--- src/rtl/sc_fifo_pkg.sv ---
// Shared definitions for the sc_fifo write-side arbiters.
//   - FSM state encoding for the packet-aware write arbiter
//   - rr_next(): round-robin pointer advance, modulo the requester count
//   - idw_fits(): source-ID width check used at elaboration
package sc_fifo_pkg;

  localparam logic [0:0] ST_ARB  = 1'b0;
  localparam logic [0:0] ST_LOCK = 1'b1;

  localparam int MIN_NREQ = 2;
  localparam int MAX_NREQ = 16;

  // Wraps at nreq-1, not at 2**IDW, so non-power-of-two requester counts
  // never point at a requester that does not exist.
  function automatic int rr_next(input int ptr, input int nreq);
    return (ptr + 1 >= nreq) ? 0 : ptr + 1;
  endfunction

  function automatic bit idw_fits(input int nreq, input int idw);
    return (1 << idw) >= nreq;
  endfunction

endpackage

--- src/rtl/rr_pick.sv ---
// Combinational round-robin pick: first set bit of valid_i, scanning from
// ptr_i upward and wrapping at NREQ-1 back to 0.
// Ports:
//   valid_i  [NREQ]  request vector
//   ptr_i    [IDW]   scan start (must be < NREQ)
//   found_o          at least one request set
//   idx_o    [IDW]   index of the picked request (0 when none)
module rr_pick #(
  parameter int NREQ = 4,
  parameter int IDW  = 2
) (
  input  logic [NREQ-1:0] valid_i,
  input  logic [IDW-1:0]  ptr_i,
  output logic            found_o,
  output logic [IDW-1:0]  idx_o
);

  // Offsets are visited from farthest to nearest so the nearest valid
  // requester is the last assignment and therefore the winner.
  always_comb begin
    found_o = 1'b0;
    idx_o   = '0;
    for (int off = NREQ - 1; off >= 0; off--) begin
      for (int k = 0; k < NREQ; k++) begin
        if (valid_i[k] && (k == ((int'(ptr_i) + off) % NREQ))) begin
          found_o = 1'b1;
          idx_o   = IDW'(k);
        end
      end
    end
  end

endmodule

--- src/rtl/sc_fifo_wr_arb.sv ---
// Packet-aware round-robin write arbiter sharing one sc_fifo write port
// between NREQ producers. Each FIFO word is {source id, payload}.
//
//   state | meaning
//   ------+-------------------------------------------------------------
//   ARB   | no packet in flight; pick next requester round-robin
//   LOCK  | multi-beat packet in flight; only grant_id may transfer
//
// Ports:
//   clk, reset_n          clock, async active-low reset
//   req_valid/last/data   per-requester beat, requester k at [k*DW +: DW]
//   req_ready             per-requester accept (combinational)
//   fifo_datain/wr_op     FIFO write port (combinational)
//   fifo_full/afull       FIFO backpressure flags
//   fifo_wr_full_err      FIFO sticky overflow flag
//   fifo_clr_err          one-cycle clear pulse to the FIFO
//   sw_clr_err            software error clear
//   arb_err               sticky: overflow or protocol violation seen
//   grant_id, pkt_active  current/last grant, high while locked
//
// A reset mid-packet abandons the lock; the partial packet already written
// stays in the FIFO and the consumer must cope with it.
module sc_fifo_wr_arb
  import sc_fifo_pkg::*;
#(
  parameter int NREQ = 4,
  parameter int DW   = 32,
  parameter int IDW  = 2,
  parameter int PTRW = 8
) (
  input  logic                clk,
  input  logic                reset_n,
  input  logic [NREQ-1:0]     req_valid,
  input  logic [NREQ-1:0]     req_last,
  input  logic [NREQ*DW-1:0]  req_data,
  output logic [NREQ-1:0]     req_ready,
  output logic [DW+IDW-1:0]   fifo_datain,
  output logic                fifo_wr_op,
  input  logic                fifo_full,
  input  logic                fifo_afull,
  input  logic                fifo_wr_full_err,
  output logic                fifo_clr_err,
  input  logic                sw_clr_err,
  output logic                arb_err,
  output logic [IDW-1:0]      grant_id,
  output logic                pkt_active
);

  if (!idw_fits(NREQ, IDW)) begin : g_bad_idw
    $error("sc_fifo_wr_arb: 2**IDW must be >= NREQ");
  end
  if (NREQ < MIN_NREQ || NREQ > MAX_NREQ) begin : g_bad_nreq
    $error("sc_fifo_wr_arb: NREQ out of range");
  end
  if (PTRW < 1) begin : g_bad_ptrw
    $error("sc_fifo_wr_arb: PTRW must be positive");
  end

  logic [0:0]      state_q, state_d;
  logic [IDW-1:0]  rr_ptr_q, rr_ptr_d;
  logic [IDW-1:0]  grant_id_q, grant_id_d;
  logic            arb_err_q, arb_err_d;
  logic            clr_err_q;

  logic            cand_found;
  logic [IDW-1:0]  cand_idx;

  logic [NREQ-1:0] gnt_mask, cand_mask;
  logic            gnt_valid, gnt_last, cand_last;
  logic [DW-1:0]   gnt_data, cand_data;
  logic            proto_viol;

  rr_pick #(
    .NREQ (NREQ),
    .IDW  (IDW)
  ) u_rr_pick (
    .valid_i (req_valid),
    .ptr_i   (rr_ptr_q),
    .found_o (cand_found),
    .idx_o   (cand_idx)
  );

  // Mux the granted and candidate requesters without variable indexing.
  always_comb begin
    gnt_mask  = '0;
    cand_mask = '0;
    gnt_valid = 1'b0;
    gnt_last  = 1'b0;
    gnt_data  = '0;
    cand_last = 1'b0;
    cand_data = '0;
    for (int k = 0; k < NREQ; k++) begin
      if (IDW'(k) == grant_id_q) begin
        gnt_mask[k] = 1'b1;
        gnt_valid   = req_valid[k];
        gnt_last    = req_last[k];
        gnt_data    = req_data[k*DW +: DW];
      end
      if (IDW'(k) == cand_idx) begin
        cand_mask[k] = 1'b1;
        cand_last    = req_last[k];
        cand_data    = req_data[k*DW +: DW];
      end
    end
  end

  always_comb begin
    state_d     = state_q;
    rr_ptr_d    = rr_ptr_q;
    grant_id_d  = grant_id_q;
    req_ready   = '0;
    fifo_wr_op  = 1'b0;
    fifo_datain = {grant_id_q, gnt_data};
    proto_viol  = 1'b0;

    case (state_q)
      ST_ARB: begin
        // afull gates new packets only; full is also checked so a write is
        // never issued into a full FIFO even if afull is mis-sequenced.
        if (cand_found && !fifo_afull && !fifo_full) begin
          req_ready   = cand_mask;
          fifo_wr_op  = 1'b1;
          fifo_datain = {cand_idx, cand_data};
          grant_id_d  = cand_idx;
          if (cand_last) begin
            rr_ptr_d = IDW'(rr_next(int'(cand_idx), NREQ));
          end else begin
            state_d = ST_LOCK;
          end
        end
      end
      ST_LOCK: begin
        req_ready  = gnt_mask & {NREQ{~fifo_full}};
        fifo_wr_op = gnt_valid & ~fifo_full;
        if (fifo_wr_op && gnt_last) begin
          state_d  = ST_ARB;
          rr_ptr_d = IDW'(rr_next(int'(grant_id_q), NREQ));
        end
        // Another requester ending a packet while the owner is idle means a
        // producer ignored ready; flagged only, arbitration is unaffected.
        proto_viol = ~gnt_valid & (|(req_valid & req_last & ~gnt_mask));
      end
      default: state_d = ST_ARB;
    endcase
  end

  // Set has priority over the software clear.
  always_comb begin
    arb_err_d = arb_err_q;
    if (fifo_wr_full_err || proto_viol) begin
      arb_err_d = 1'b1;
    end else if (sw_clr_err) begin
      arb_err_d = 1'b0;
    end
  end

  always_ff @(posedge clk or negedge reset_n) begin
    if (!reset_n) begin
      state_q    <= ST_ARB;
      rr_ptr_q   <= '0;
      grant_id_q <= '0;
      arb_err_q  <= 1'b0;
      clr_err_q  <= 1'b0;
    end else begin
      state_q    <= state_d;
      rr_ptr_q   <= rr_ptr_d;
      grant_id_q <= grant_id_d;
      arb_err_q  <= arb_err_d;
      clr_err_q  <= sw_clr_err;
    end
  end

  assign grant_id     = grant_id_q;
  assign pkt_active   = (state_q == ST_LOCK);
  assign arb_err      = arb_err_q;
  assign fifo_clr_err = clr_err_q;

endmodule

--- config.mk ---
export PLATFORM = sky130hd
export DESIGN_NAME = sc_fifo_wr_arb
export DESIGN_NICKNAME = d
export VERILOG_FILES = /design/src/rtl/sc_fifo_pkg.sv /design/src/rtl/rr_pick.sv /design/src/rtl/sc_fifo_wr_arb.sv
export SDC_FILE = /design/constraint.sdc
export NUM_CORES = 1
export LEC_CHECK = 0
export ABC_AREA = 0
export BUFFER_PORTS_ARGS = -buffer_cell sky130_fd_sc_hd__buf_2
export CAP_MARGIN = 20
export CORE_ASPECT_RATIO = 2
export CORE_UTILIZATION = 44
export CTS_CLUSTER_DIAMETER = 100
export CTS_CLUSTER_SIZE = 25
export DETAILED_ROUTE_END_ITERATION = 16
export HOLD_SLACK_MARGIN = 0.08
export PLACE_DENSITY_LB_ADDON = 0.05
export SLEW_MARGIN = 40
export SYNTH_ARGS = -nofsm -noshare
export SYNTH_HDL_FRONTEND = slang
export SYNTH_SLANG_ARGS = --single-unit
export TNS_END_PERCENT = 5
--- constraint.sdc ---
create_clock -name clk -period 5.2 [get_ports clk]
set_clock_uncertainty 0.2 [all_clocks]
set_input_delay 1.04 -clock clk [delete_from_list [all_inputs] [get_ports clk]]
set_output_delay 1.04 -clock clk [all_outputs]
set_load 0.005 [all_outputs]
After elaboration in Yosys (flattened, before gate mapping)
Index checks and enable logic that the tools add are counted.
{"block": "word_totals", "output_inout_bits": 44, "reg_bits": 7}
{"block": "op_classes", "bitwise": 12, "n_mux": 78, "eq_ne": 21, "order_cmp": 2, "n_reduce_logical": 35, "addsub": 5}
{"operator": "two-way mux 32 bit", "count": 8}
{"operator": "logical NOT 32 bit", "count": 4}
{"operator": "two-way mux 34 bit", "count": 2}
{"operator": "two-way mux 1 bit", "count": 44}
{"operator": "two-way mux 2 bit", "count": 19}
{"operator": "logical AND 1 bit", "count": 19}
{"operator": "== test 3 bit (first input constant)", "count": 6}
{"operator": "AND 4 bit", "count": 3}
{"operator": "== test 2 bit (first input constant)", "count": 6}
{"operator": "== test 2 x 3 -> 1 bit (first input constant)", "count": 3}
{"operator": "one-hot mux 4 bit (2 select lines)", "count": 1}
{"operator": "adder 2 x 1 -> 3 bit (second input constant)", "count": 2}
{"operator": "== test 1 x 2 -> 1 bit (first input constant)", "count": 3}
{"operator": ">= comparator 3 bit (second input constant)", "count": 2}
{"operator": "OR reduction 2 bit", "count": 3}
{"operator": "adder 2 bit (second input constant)", "count": 2}
{"operator": "logical NOT 2 bit", "count": 2}
{"operator": "two-way mux 4 bit", "count": 1}
{"operator": "inequality test 2 bit (second input constant)", "count": 2}
{"operator": "NOT 4 bit", "count": 1}
{"operator": "one-hot mux 1 bit (2 select lines)", "count": 2}
{"operator": "one-hot mux 2 bit (2 select lines)", "count": 1}
{"operator": "OR reduction 4 bit", "count": 1}
{"operator": "AND 1 bit (first input constant)", "count": 3}
{"operator": "9 further kinds", "count": 13}

Logic depth before layout (Yosys ltp)
Gate-level depths: netlist (run 1).
{"block": "logic_depth", "word_depth": 28, "depth_mapped": 13}

Cells and area by module
From an unflattened synthesis (run 1), not the netlist that was laid out.
{"block": "unflattened", "cells_unflattened": 351, "hier_area_um2": 2388.5}
{"mod": "sc_fifo_wr_arb", "area_each_um2": 2319.7, "cells_per_inst": 340, "n_inst": 1}
{"mod": "rr_pick", "area_each_um2": 68.8, "cells_per_inst": 11, "n_inst": 1}

Least setup slack after synthesis (run 1)
No wires, ideal clock.
{"block": "synth_timing", "kind": "input port to output port", "start": "in req_valid[0]", "end": "out fifo_datain[5]", "cell_stages": 13, "path_slack_ps": 1029, "arrival_time_ps": 2931, "t_required_ps": 3960, "cell_sequence": "nor2b_1 -> a21oi_1 -> o221ai_1 -> inv_2 -> ha_1 -> buf_2 -> nor2b_1 -> clkbuf_1 -> clkbuf_1 -> a22oi_1 -> nor2_1 -> a21oi_1 -> o221ai_1"}
{"block": "synth_via", "word_cells_on_any_way": 44, "cone_classes": "eq/ne (3); mux (34); reduce/logical (7)"}
{"element": "start: declaration", "line_no": "sc_fifo_wr_arb.sv:33", "rtl": "input logic [NREQ-1:0] req_valid,"}
{"element": "logical AND 1 bit", "line_no": "rr_pick.sv:25", "rtl": "if (valid_i[k] && (k == ((int'(ptr_i) + off) % NREQ))) begin"}
{"element": "two-way mux 2 bit (8 in a row)", "line_no": "rr_pick.sv:25"}
{"element": "two-way mux 2 bit (*) (4 in a row)", "line_no": "rr_pick.sv:25"}
{"element": "net cand_idx[0]", "line_no": "sc_fifo_wr_arb.sv:66", "rtl": "logic [IDW-1:0] cand_idx;"}
{"element": "logical NOT 2 bit", "line_no": "sc_fifo_wr_arb.sv:99", "rtl": "if (IDW'(k) == cand_idx) begin"}
{"element": "two-way mux 32 bit (3 in a row)", "line_no": "sc_fifo_wr_arb.sv:99"}
{"element": "two-way mux 32 bit (*)", "line_no": "sc_fifo_wr_arb.sv:99"}
{"element": "two-way mux 34 bit (*)", "line_no": "sc_fifo_wr_arb.sv:120", "rtl": "if (cand_found && !fifo_afull && !fifo_full) begin"}
{"element": "two-way mux 34 bit (*)", "line_no": "sc_fifo_wr_arb.sv:116", "rtl": "case (state_q)"}
{"element": "end: declaration", "line_no": "sc_fifo_wr_arb.sv:37", "rtl": "output logic [DW+IDW-1:0] fifo_datain,"}
The timed path passes the listed nets; every way through them passes the cells marked *.

Worst setup path in the final report (run 1)
{"block": "layout_timing", "start": "in req_valid[0]", "end": "out fifo_datain[14]"}
The elaborated chain is that of the path after synthesis.

==> key figures, run 1 <==
Yosys
  – Synth Instances: slightly below 400
  – Synth Area in Compound Gates: 0.5554
  – Post-Synth XOR/XNOR Area: 0
  – Post-synthesis mux area share: 0.01379
  – Post-synthesis register bit count: 7
  – Post-synthesis simple-gate area fraction: 0.2281
  – Yosys cell types: 37
  – Area leader, netlist: a22oi_1
  – Cell with the most instances after synthesis: a21oi_1
  – Sequential share of the synthesized area: 0.07427
  – Synth top area share: 0.1973
  – Dominant synthesized flop cell: dfrtp_1
  – Post-synth EDFFs: 0
  – Synthesized cell area: approximately 2400 um2
  – Synth warn: 0
  – Post-synth top cells: a21oi_1 (68), nor2_1 (65), a22oi_1 (62), nand2_1 (46), clkbuf_1 (34)
  – Post-synthesis async set-or-reset flop share: 1.000
  – Avg Cell Area, Syn: 6.063 um2
  – Largest family of logic cells by synthesized area: compound AO/OA/AOI/OAI gates
  – Synth area leaders: a22oi_1 (20%), a21oi_1 (14%), o221ai_1 (12%), nor2_1 (10%), dfrtp_1 (7.4%)
  – Post-synthesis adder-cell area fraction: 0.04244
  – Syn nets: roughly 540

Status
  – Status: finished clean

Power and ir drop
  – Worst VDD drop: 335.1 uV
  – Switching part of the total: 0.5449
  – Internal: 0.8071 mW
  – Pwr dens: 532.7 nW/um2
  – Combinational share of power: 0.897
  – Clock group share of total power: 0.042
  – Switching pwr: about 0.97 mW
  – Register share of total power: 0.061
  – Leakage: 1.623 nW

Clock tree
  – Post-cts resize count: 0
  – CTS Root Cell: clkbuf_8
  – CTS sink cnt: 7
  – # H-tree levels: 1
  – Post-CTS Hold Fix Bufs: 0
  – Clock tree buffer depth: 2
  – Skew-Pair Late Insertion Delay: 0.22 ns
  – Clock-pin slew on the worst setup and hold paths: 0.04 ns
  – Postcts setup bufs: 0
  – CTS buffer count: 3
  – TritonCTS clock tree: built

STA
  – Worst-Margin Slew: 0.6704 ns
  – RSZ-0062 raised after global routing: no
  – Shortest period the worst path allows: about 4.6 ns
  – Final Hold Fails: 0
  – Setup-failing EPs final: 0
  – Remaining max-slew budget at the tightest pin: 0.5531
  – Final TNS setup: 0 ns
  – Peak Freq: 218.0 MHz
  – Final Cycle Share: 0.8821
  – Slew Limit Fails: 0

Floorplan
  – # IOs: 186
  – Chip width: between 50 and 60 um
  – Rows: 37
  – Die area: between 5000 and 6000 um2
  – Die Height: 105.5 um
  – Initial Util: 0.4590
  – Core area: 5139 um2

Layout
  – Fin nets: about 700
  – Fillers: 548
  – Antenna diodes: 0
  – Area grow syn2layout: 41.17%
  – Final Non-Filler Cells: 602
  – Post-layout util: 0.6479
  – Layout cell share with drive strength beyond 1: 0.3787

Routing
  – Drt first pass iters: 5
  – Total detailed-routing wirelength: 10.07 mm
  – Vias: 3,800
  – Post-route ant nets: 0
  – Post-detailed-route DRC marker count: 0
  – Initial drt markers: about 140
  – Avg WL per Cell: about 17 um
  – DR vias/cell: 6.312

Setup path
  – Worst Path Arrival: 3.35 ns
  – Worst Path Required: 3.96 ns
  – CP Cell Sequence: buf_2, nor2b_1, a21oi_1, o221ai_1, inv_2, ha_1, nor2b_2, buf_12, a22oi_1, nor2_1, a21oi_1, o221ai_1, buf_2
  – Crit-path max cell delay: 0.35 ns
  – Setup crit end kind: output pin
  – CP startpoint: req_valid[0]
  – CP max stage cell: o221ai_1
  – CP Class: input port to output pin
  – Critical Path Start Type: input port
  – Worst Path Max Fanout: 27
  – Worst r2r src: rr_ptr_q[0]

Global route
  – Antenna violations before repair: 0
  – Total GRT Usage: 0.3592
  – Number of global-route vias before repair: 3,594
  – Pin count of the biggest net entering global routing: 63
  – Overflow after GRT: 0
  – First-pass GRT wire length: 15.79 mm

Place
  – # port buffers: 185
  – Hpwl dp: 7.546 mm
  – # placed instances: between 500 and 600
  – GPL Wtd Cong: 0.9114

Job
  – Max-cap violations: 0

Min path
  – HP Start: arb_err
  – Min-Delay Path Class: flop to flop
-- worst max-delay path, delay by kind of cell --
kind,cells,cell delay [ns]
adder cells (fa/ha/maj),1,0.24
AND/OR/NAND/NOR,3,0.65
buffers and inverters,4,0.65
AO/OA/AOI/OAI,5,0.75
-- state kept, by name (all words and copies together), names as in the netlist --
| name | cells |
|---|---|
| fifo_clr_err | 1 |
| rr_ptr_q | 2 |
| grant_id | 2 |
| arb_err | 1 |
| pkt_active | 1 |
-- routing by layer --
layer | routed length [um] | GRT usage
met5 | 0 | 0
met4 | 503 | 0.2331
met3 | 792 | 0.08225
met2 | 5315 | 0.5952
met1 | 3456 | 0.3800
-- metrics by stage --
stage	setup WS, ns	cell area, um2	power, mW	hold WS, ns
finish	0.6129	3329	1.774	0.2756
global route	0.3234	3329	1.956	0.3324
CTS	0.6423	3329	1.762	0.2817
detailed placement	0.6517	3284	1.682	0.2723
global placement	0.7159	3284	1.664	0.2705
floorplan	1.029	2359	1.154	0.2801
-- power groups by stage --
stage	clock, mW	combinational (mW)	sequential (mW)
final	0.0749	1.59	0.107
after global routing	0.0782	1.77	0.112
after CTS	0.0751	1.58	0.106
after detailed placement	0	1.57	0.107
after global placement	0	1.56	0.107
after floorplan	0	1.06	0.0948
-- layout by cell type (no fill, tap or decap), types with 2 or more instances in the layout --
cell type	netlist	layout
a21oi_1	68	68
a22o_1	6	6
a22oi_1	62	62
buf_12	0	2
buf_2	3	185
buf_4	0	7
clkbuf_8	0	3
dfrtp_1	7	7
ha_1	8	6
ha_2	0	2
inv_1	6	6
inv_2	2	2
nand2_1	46	46
nand2b_1	3	3
nand3b_1	2	2
nor2_1	65	65
nor2b_1	5	4
o21ai_0	8	8
o21ai_1	6	6
o221ai_1	32	32
o31ai_1	3	3
-- kinds of logic (layout without fill, tap and decap cells) --
group           after synthesis  after routing
fa+ha+maj                     8              8
flops                         7              7
buf+inv                      51            206
mux                           3              3
simple gates                127            127
compound gates              193            193
-- cell type report --
class	count	area (um2)	area share
clock buffer	4	45.04	0.01353
tap	58	72.57	0.02180
multi-input combinational	331	1988	0.5971
inverter	8	30.03	0.009019
sequential	7	175.2	0.05261
timing repair buffer	194	1018	0.3059
-- worst paths after layout --
kind | slack, ns | to | depth (start not counted)
setup / recovery | 0.61 | fifo_datain[14] | 13
hold / removal | 0.28 | arb_err | 2
setup reg to reg | 2.15 | rr_ptr_q[1] | 10
hold reg to reg | 0.28 | arb_err | 2
max in group asynchronous | 4.20 | arb_err | 1
min in group asynchronous | 0.44 | grant_id[1] | 1
(Power assumes the default switching activity.)
==> run 2: changes to the inputs <==
BUFFER_PORTS_ARGS = not set   (was -buffer_cell sky130_fd_sc_hd__buf_2)
CAP_MARGIN = 10   (was 20)
CORE_UTILIZATION = 42   (was 44)
DONT_BUFFER_PORTS = 1   (was not set)
==> run 2 against run 1 <==
Sequential cell count unchanged. Non-clock buffer count fell by 183. Clock-buffer cell count unchanged. Critical endpoint is now fifo_datain[26]. Largest cell class unchanged.
==> key figures, run 2 (synthesis results as in run 1) <==
Status
  – Status: finished clean

Power and ir drop
  – Combinational share of power: 0.872 (-0.025)
  – Tot Pwr: 1.491 mW (-16%)
  – Worst VDD drop: 423.8 uV (+26%)
  – Switching part of the total: 0.5854 (+0.04044)
  – Register share of total power: 0.074 (+0.013)
  – Clock group share of total power: 0.054 (+0.012)
  – Internal: 0.6181 mW (-23%)
  – Switching pwr: 0.8725 mW (-9.7%)
  – Leakage: 0.8702 nW (-46%)
  – Pwr dens: 621.5 nW/um2 (+17%)

Min path
  – Min-Delay Path Class: input port to asynchronous set/reset pin

Setup path
  – CP Class: input port to output pin
  – Worst Path Arrival: 3.07 ns (-0.28 ns)
  – Critical Path Start Type: input port
  – Worst Path Max Fanout: 39 (+44%)
  – Setup crit end kind: output pin
  – Worst Path Required: 3.96 ns (about the same)

Clock tree
  – Post-cts resize count: 0 (unchanged)
  – Postcts setup bufs: 0 (unchanged)
  – Post-CTS Hold Fix Bufs: 0 (unchanged)
  – TritonCTS clock tree: built
  – CTS sink cnt: 7 (unchanged)
  – CTS Root Cell: clkbuf_8
  – Skew-Pair Late Insertion Delay: 0.23 ns (about the same)
  – Clock tree buffer depth: 2 (unchanged)
  – CTS buffer count: 3 (unchanged)
  – Clock-pin slew on the worst setup and hold paths: 0.04 ns (about the same)
  – # H-tree levels: 1 (unchanged)

Place
  – Hpwl dp: 6.808 mm (-9.8%)
  – Placed inst area: 2351 um2 (-28%)
  – # port buffers: 0 (-100%)
  – GPL Wtd Cong: 0.8940 (-1.9%)

STA
  – Final Hold Fails: 0 (unchanged)
  – Final TNS setup: 0 ns (unchanged)
  – Remaining max-slew budget at the tightest pin: 0.4337 (-0.1194)
  – Final Cycle Share: 0.8285 (-0.05369)
  – RSZ-0062 raised after global routing: no
  – Peak Freq: 232.1 MHz (+6.5%)
  – Worst-Margin Slew: 0.8495 ns (+0.1791 ns)
  – Setup-failing EPs final: 0 (unchanged)
  – Shortest period the worst path allows: 4.308 ns (-0.2792 ns)
  – Slew Limit Fails: 0 (unchanged)

Routing
  – Initial drt markers: 130 (-5.8%)
  – Post-route ant nets: 0 (unchanged)
  – Total detailed-routing wirelength: 9.238 mm (-8.2%)
  – Drt first pass iters: 4 (-1)
  – DR vias/cell: 7.119 (+13%)
  – Post-detailed-route DRC marker count: 0 (unchanged)
  – Vias: 2,997 (-21%)
  – Avg WL per Cell: 21.94 um (+31%)

Layout
  – Antenna diodes: 0 (unchanged)
  – Most frequent cells in the layout: a21oi_1 (68), nor2_1 (65), a22oi_1 (62)
  – Area grow syn2layout: 1.698%
  – Fin nets: 512 (-26%)
  – Final Cell Area: 2399 um2 (-28%)
  – Leading cell type in the layout, fill and taps excluded: a21oi_1
  – Layout cell share with drive strength beyond 1: 0.06648 (-0.3122)

Global route
  – Overflow after GRT: 0 (unchanged)
  – Pin count of the biggest net entering global routing: 40 (-37%)
  – Number of global-route vias before repair: 2,820 (-22%)
  – First-pass GRT wire length: 13.09 mm (-17%)
  – Total GRT Usage: 0.2935 (-0.06572)
  – Antenna violations before repair: 0 (unchanged)

Floorplan
  – Rows: 38 (+2.7%)
  – Core area: 5420 um2 (+5.5%)
  – Chip width: 54.99 um (+2.3%)
  – Initial Util: 0.4351 (-0.02384)
  – # IOs: 186 (unchanged)
  – Die area: 5938 um2 (+4.6%)
  – Die Height: 108.0 um (+2.3%)

Job
  – Max-cap violations: 0 (unchanged)
-- run 2: power groups by stage --
stage	registers (mW)	clock network [mW]	logic, mW
finish	0.111	0.0798	1.30
global route	0.115	0.0813	1.44
CTS	0.111	0.0804	1.30
detailed placement	0.111	0	1.30
global placement	0.110	0	1.29
floorplan	0.0948	0	1.06
-- run 2: final cells by class --
| type | count | area (um2) |
|---|---|---|
| multi-input combinational | 331 | 1991 |
| timing repair buffer | 11 | 82.58 |
| tap | 60 | 75.07 |
| fill | 612 | 3022 |
| sequential | 7 | 175.2 |
| inverter | 8 | 30.03 |
| clock buffer | 4 | 45.04 |
-- run 2: final timing paths --
| path | startpoint | endpoint | slack, ns | depth (start not counted) |
|---|---|---|---|---|
| min in group clk | arb_err | arb_err | 0.31 | 2 |
| worst min register to register | arb_err | arb_err | 0.31 | 2 |
| worst max register to register | grant_id[1] | rr_ptr_q[1] | 1.98 | 8 |
| max in group asynchronous | reset_n | fifo_clr_err | 4.43 | 0 |
| worst max-delay path | req_valid[0] | fifo_datain[26] | 0.89 | 8 |
| worst min-delay path | reset_n | grant_id[0] | 0.30 | 0 |
-- run 2: worst max-delay path: stages --
cell	delay (ns)
nor2b_1	0.14
a21oi_1	0.05
o221ai_1	0.36
ha_2	0.74
buf_4	0.34
nor2_1	0.07
a21oi_1	0.13
o221ai_1	0.18
-- run 2: metal layers --
metal / track usage / vias up / wire (um)
met3: 0.04360 / 17 / 810
met4: 0.1036 / 0 / 213
met2: 0.5473 / 140 / 4949
met5: 0 / - / 0
li1: - / 1417 / -
met1: 0.3081 / 1423 / 3265
-- run 2: per-stage QoR --
| stage | hold slack, ns | worst slack, ns | utilization | std cells |
|---|---|---|---|---|
| after floorplan | 0.2801 | 1.029 | - | 389 |
| after global placement | 0.3087 | 0.8598 | 0.4337 | 417 |
| after detailed placement | 0.3137 | 0.7461 | 0.4337 | 417 |
| after CTS | 0.2977 | 0.7428 | 0.4421 | 421 |
| after global routing | 0.2968 | 0.6552 | 0.4425 | 421 |
| final | 0.2984 | 0.8920 | 0.4425 | 421 |
